==> src/rtl/uart_receiver.sv <==
// 8N1 UART receiver with mid-bit sampling; optional even parity (8E1) when
// the macro UART_RX_PARITY_EN is defined.
module uart_receiver #(
    parameter int unsigned CLKS_PER_BIT = 16
) (
    input  logic       clk,
    input  logic       reset,
    input  logic       RX,
    output logic [7:0] data,
    output logic       valid,
    output logic       busy,
    output logic       frame_err
);

    localparam int unsigned CNT_W = (CLKS_PER_BIT > 1) ? $clog2(CLKS_PER_BIT) : 1;
    localparam logic [CNT_W-1:0] HALF_M1 = CNT_W'(CLKS_PER_BIT / 2 - 1);
    localparam logic [CNT_W-1:0] FULL_M1 = CNT_W'(CLKS_PER_BIT - 1);

`ifdef UART_RX_PARITY_EN
    typedef enum logic [2:0] {IDLE, START, DATA, PARITY, STOP, DONE} state_t;
`else
    typedef enum logic [2:0] {IDLE, START, DATA, STOP, DONE} state_t;
`endif

    state_t           state, state_d;
    logic             rx_meta, rx_s, rx_prev;
    logic [CNT_W-1:0] cnt, cnt_d;
    logic [7:0]       shift, shift_d;
    logic [2:0]       bit_idx, bit_idx_d;
    logic [7:0]       data_d;
    logic             valid_d, err_d, busy_d;
`ifdef UART_RX_PARITY_EN
    logic             par_ok, par_ok_d;
`endif

    // Two-flop synchronizer plus edge-history flop; idle-high after reset.
    always_ff @(posedge clk or posedge reset) begin
        if (reset) begin
            rx_meta <= 1'b1;
            rx_s    <= 1'b1;
            rx_prev <= 1'b1;
        end else begin
            rx_meta <= RX;
            rx_s    <= rx_meta;
            rx_prev <= rx_s;
        end
    end

    always_ff @(posedge clk or posedge reset) begin
        if (reset) begin
            state     <= IDLE;
            cnt       <= '0;
            shift     <= 8'h00;
            bit_idx   <= 3'd0;
            data      <= 8'h00;
            valid     <= 1'b0;
            frame_err <= 1'b0;
            busy      <= 1'b0;
`ifdef UART_RX_PARITY_EN
            par_ok    <= 1'b0;
`endif
        end else begin
            state     <= state_d;
            cnt       <= cnt_d;
            shift     <= shift_d;
            bit_idx   <= bit_idx_d;
            data      <= data_d;
            valid     <= valid_d;
            frame_err <= err_d;
            busy      <= busy_d;
`ifdef UART_RX_PARITY_EN
            par_ok    <= par_ok_d;
`endif
        end
    end

    // Next-state and next-output logic; outputs land in the DONE cycle.
    always_comb begin
        state_d   = state;
        cnt_d     = CNT_W'(cnt + 1'b1);
        shift_d   = shift;
        bit_idx_d = bit_idx;
        data_d    = data;
        valid_d   = 1'b0;
        err_d     = 1'b0;
`ifdef UART_RX_PARITY_EN
        par_ok_d  = par_ok;
`endif
        case (state)
            IDLE: begin
                cnt_d = '0;
                // Requires a genuine 1->0 edge, so a held break cannot retrigger.
                if (rx_prev && !rx_s) begin
                    state_d = START;
                end
            end
            START: begin
                if (cnt == HALF_M1) begin
                    cnt_d     = '0;
                    bit_idx_d = 3'd0;
                    state_d   = rx_s ? IDLE : DATA;
                end
            end
            DATA: begin
                if (cnt == FULL_M1) begin
                    cnt_d     = '0;
                    shift_d   = {rx_s, shift[7:1]};
                    bit_idx_d = 3'(bit_idx + 3'd1);
                    if (bit_idx == 3'd7) begin
`ifdef UART_RX_PARITY_EN
                        state_d = PARITY;
`else
                        state_d = STOP;
`endif
                    end
                end
            end
`ifdef UART_RX_PARITY_EN
            PARITY: begin
                if (cnt == FULL_M1) begin
                    cnt_d    = '0;
                    par_ok_d = ((^shift) == rx_s);
                    state_d  = STOP;
                end
            end
`endif
            STOP: begin
                if (cnt == FULL_M1) begin
                    cnt_d   = '0;
                    state_d = DONE;
`ifdef UART_RX_PARITY_EN
                    if (rx_s && par_ok) begin
`else
                    if (rx_s) begin
`endif
                        data_d  = shift;
                        valid_d = 1'b1;
                    end else begin
                        err_d = 1'b1;
                    end
                end
            end
            DONE: begin
                cnt_d   = '0;
                state_d = IDLE;
            end
            default: begin
                cnt_d   = '0;
                state_d = IDLE;
            end
        endcase
        busy_d = (state_d != IDLE);
    end

endmodule

==> config.mk <==
export PLATFORM = sky130hd
export DESIGN_NAME = uart_receiver
export DESIGN_NICKNAME = d
export VERILOG_FILES = /design/src/rtl/uart_receiver.sv
export SDC_FILE = /design/constraint.sdc
export NUM_CORES = 1
export LEC_CHECK = 0
export ABC_CLOCK_PERIOD_IN_PS = 1900
export CORE_ASPECT_RATIO = 1.25
export CORE_MARGIN = 8
export CORE_UTILIZATION = 49
export DETAILED_ROUTE_END_ITERATION = 7
export GPL_TIMING_DRIVEN = 0
export HOLD_SLACK_MARGIN = 0.12
export PLACE_DENSITY_LB_ADDON = 0.05
export SYNTH_ARGS = -nofsm -noshare
export SYNTH_HDL_FRONTEND = slang
export SYNTH_SLANG_ARGS = --single-unit
==> constraint.sdc <==
create_clock -name clk -period 1.9 [get_ports clk]
set_clock_uncertainty 0.05 [all_clocks]
set_input_delay 0.38 -clock clk [delete_from_list [all_inputs] [get_ports clk]]
set_output_delay 0.38 -clock clk [all_outputs]
set_load 0.05 [all_outputs]
Word-level counts from Yosys, hierarchy flattened
Cells that the tools add are included.
{ "totals": {"reg_bits": 32, "inputBits": 3, "wordCells": 49} }
{ "op_classes": {"n_reduce_logical": 9, "addsub": 2, "n_eq_ne": 8, "n_mux": 19} }
{ "ops": {"columns": ["operator", "count"], "rows": [
  ["3-bit 2-to-1 mux", 7],
  ["3-bit one-hot mux with 4 select lines", 1],
  ["4-bit 2-to-1 mux", 2],
  ["4-bit one-hot mux with 2 select lines", 1],
  ["3-bit by 2-bit equality test with 1-bit output (second input constant)", 2],
  ["1-bit 2-to-1 mux", 6],
  ["3-bit one-hot mux with 2 select lines", 1],
  ["3-bit AND reduction", 2],
  ["4-bit by 1-bit adder with 4-bit output (second input constant)", 1],
  ["4-bit by 3-bit equality test with 1-bit output (second input constant)", 1],
  ["4-bit equality test (second input constant)", 1],
  ["2-bit != test (second input constant)", 2],
  ["3-bit by 1-bit adder with 3-bit output (second input constant)", 1],
  ["3-bit by 1-bit equality test with 1-bit output (second input constant)", 1],
  ["3-bit equality test (second input constant)", 1],
  ["3-bit logical NOT", 1],
  ["3-bit nonzero test", 1],
  ["2-bit 2-to-1 mux", 1],
  ["2-bit AND reduction", 1],
  ["2-bit nonzero test", 1],
  ["2-bit OR reduction", 1],
  ["1-bit logical AND", 1],
  ["1-bit logical NOT", 1]
]} }

Depth between registers and ports, before layout
{ "logic_depth": {"depth_word": 5, "mapped_depth": 6, "ltp_nobuf": 5} }

Least setup slack after synthesis
Ideal clock, no wire load.
{ "synth_path": {"path_type": "register to register", "from": "reg cnt[0]", "to": "reg shift[0]", "period_less_slack_ns": 1.790, "stages_incl_launch_ff": 7, "n_path_buf": 1, "arrival_time_ns": 1.616, "setup_slack_ns": 0.110, "required_ns": 1.725, "cell_sequence": "dfrtp_1 ha_1 nand2_1 nor4b_4 and2b_2 buf_6 mux2_2"} }
{ "synth_via": {"elab_chain_cells": 2} }
{ "synth_lines": {"columns": ["element", "line", "text"], "rows": [
  ["start, declared", "27", "logic [CNT_W-1:0] cnt, cnt_d;"],
  ["start signal, assigned", "64", "cnt <= cnt_d;"],
  ["4-bit equality test", "105", "if (cnt == FULL_M1) begin"],
  ["2-bit AND reduction (no line)", null, null],
  ["end signal, assigned", "65", "shift <= shift_d;"],
  ["end, declared", "28", "logic [7:0] shift, shift_d;"]
]} }
Every way passes these cells.
A chain may end at the register's enable or synchronous reset.

Worst setup path in the final report
{ "layout_path": {"from": "reg cnt[0]", "to": "reg shift[4]"} }
Same word-level chain as after synthesis.

==> metrics.txt <==
pre-CTS WS -79.44 ps; H-tree depth 2; CTS tree yes; Post-synth top cells dfrtp_1 (29), mux2_2 (17), nor2_1 (7); Setup violations, final 0; IO buf count 13; compound-gate portion of the synthesized area 6.145%; Critical Path RT 2060 ps; overall power 1.711 mW; Nets 132; first-pass GRT wire length 3.843 mm; Avg WL per Cell 13.34 um; post-synthesis sequential area ratio 59.87%; delay-heaviest family, CP simple AND/OR/NAND/NOR gates; TNS Setup 0 ps; vias in the first global route 848; # diodes 0; synth top area cells dfrtp_1 (54%), mux2_2 (14%), dfstp_2 (5.9%); largest net degree at the start of global routing 33; Overflow after GRT 0; Unique masters post-synth 31; critical-path maximum fanout 10; DP HPWL 1.488 mm; outcome complete, no violations; Slew Limit Fails 0; initial antenna violation count 0; DRC viols 0; Initial Util 50.64%; post-synthesis mux area share 14.25%; leakage power 0.8721 nW; slowest CP cell dfrtp_1; worst setup path category reg2reg; Util after Layout 62.14%; Worst Reg-to-Reg Cells 6; Post-synth EDFFs 0; RSZ-0062 raised after global routing false; Yosys top cell area share 54.00%; Mean Syn Cell Area 13.30 um^2; PD cells 1037 nW/um^2; Core Area 2654 um^2; simple-gate share of the synthesized area 11.08%; Cells after Synth 101; RePlAce Congestion 0.7833; Max clock buf depth 2; Layout area overhead 22.72%; XOR/XNOR Fraction of Synth Area 1.955%; die area 4685 um^2; Routed WL 2.148 mm; HP Class in2async; post-route ant nets 0; fmax 560.3 MHz; GRT Overall Usage 10.77%; Cell Chain, Critical Path ha_4, nand2_2, nor4b_4, and2b_2, buf_6, mux2_2; R2R Path End shift[4]$_DFFE_PP0P_; Worst EP arrival 1940 ps; Worst Setup Start Kind flip-flop; CTS buffer count 5; CP bufs+invs 1; Vias 838; cts hold-fix bufs 0; num ports 14; Hold Vio Cnt, Final 0; reg-to-reg setup timing slack 120 ps; warnings from Yosys 0; DR iter-0 viols 15; crit share post-route 93.93%; Clk pin slew, worst setup/hold paths 100 ps; peak supply drop 0.6143 mV; most common cell in the netlist dfrtp_1; vias per cell 5.205; syn nets 107; TritonRoute pass-1 iters 4; Worst-Skew Late Latency 330 ps; Synth Flop Type dfrtp_1; Synth Area in Adders 2.793%; Mapped Area 1344 um^2; Clock Sinks 32; Critical Path End Type flip-flop; Hold WS 294.0 ps; main combinational cell family by area after synthesis multiplexers; FF+latch count, synth 32; final worst path period need 1785 ps; Rows 21; share of async-settable or async-resettable flops after synthesis 100.0%; relative slew slack 66.53%; CTS root buf clkbuf_4; worst slew pin tran 501.3 ps; biggest area consumer among synthesized cells dfrtp_1; Die Height 74.55 um; Die Width 62.84 um; critical path's largest stage delay 430 ps; setup ws final 115.3 ps; reg-to-reg critical path startpoint cnt[0]$_DFF_PP0_; MaxCap Viol Count 0; layout cells sized above 1 34.65%
flip-flops by register name, indices dropped and copies added (netlist names):
signal     count
shift          8
rx_prev        1
frame_err      1
data           8
rx_meta        1
rx_s           1
busy           1
bit_idx        3
valid          1
state          3
cnt            4
worst register-to-register path, cell delays in order (launching register included):
cell     delay (ps)
dfrtp_1         430
ha_4            180
nand2_2          90
nor4b_4         230
and2b_2         200
buf_6           140
mux2_2          340
report_power, final:
group          total, mW  internal (mW)  leakage [nW]  switching (mW)
clock              0.393          0.182        0.0326           0.211
sequential         0.820          0.762         0.424          0.0572
combinational      0.498          0.223         0.416           0.275
total               1.71           1.17         0.872           0.543
per-layer routing:
layer | global-route usage (%) | part of all wire [%] | up-vias
met1 | 10.68 | 42 | 416
met2 | 18.20 | 49 | 15
li1 | - | - | 401
met3 | 4.970 | 6.2 | 6
met4 | 6.853 | 2.7 | 0
met5 | 0 | 0 | -
layout make-up:
cell class / instances / area [um^2]
multi-input cells: 59 / 509.2
inverters: 5 / 18.77
well taps: 34 / 42.54
clock buffers: 8 / 58.81
repair buffers: 18 / 181.4
fillers: 222 / 1005
plain buffers: 5 / 33.78
flip-flops and latches: 32 / 804.5
cell families after synthesis:
kind of cell	after synthesis
flip-flops	32
buffers and inverters	10
multiplexers	17
adder cells (fa/ha/maj)	3
AND/OR/NAND/NOR	24
AO/OA/AOI/OAI	12
XOR/XNOR	3
through the flow:
stage / instances / cell area (um^2)
finish: 161 / 1649
global route: 161 / 1649
CTS: 158 / 1592
detailed placement: 148 / 1516
global placement: 148 / 1516
floorplan: 101 / 1344
placed cells by master, fill, tap and decap left out, types with 3 or more instances in the layout:
master,count
nor2_1,7
dfstp_2,3
buf_2,3
dfrtp_1,29
inv_1,5
buf_4,5
dlygate4sd2_1,9
clkbuf_4,5
mux2_2,17
o21ai_0,3
worst max-delay path by stage:
stage | start | to | slack, ps | cells after the start
6_report | cnt[0]$_DFF_PP0_ | shift[4]$_DFFE_PP0P_ | 120 | 6
3_3_place_gp | cnt[0]$_DFF_PP0_ | shift[4]$_DFFE_PP0P_ | -60 | 6
3_5_place_dp | cnt[0]$_DFF_PP0_ | shift[4]$_DFFE_PP0P_ | -80 | 6
5_1_grt | cnt[0]$_DFF_PP0_ | shift[3]$_DFFE_PP0P_ | 20 | 6
2_1_floorplan | cnt[0]$_DFF_PP0_ | shift[0]$_DFFE_PP0P_ | 110 | 6
4_1_cts | frame_err$_DFF_PP0_ | frame_err | 3 | 1
timing repair:
action,CTS,global route
setup buffers,2,2
pin swaps,1,1
resized for setup,12,3
setup endpoints to repair,22,17
No activity file was read; power rests on OpenSTA's default activity.
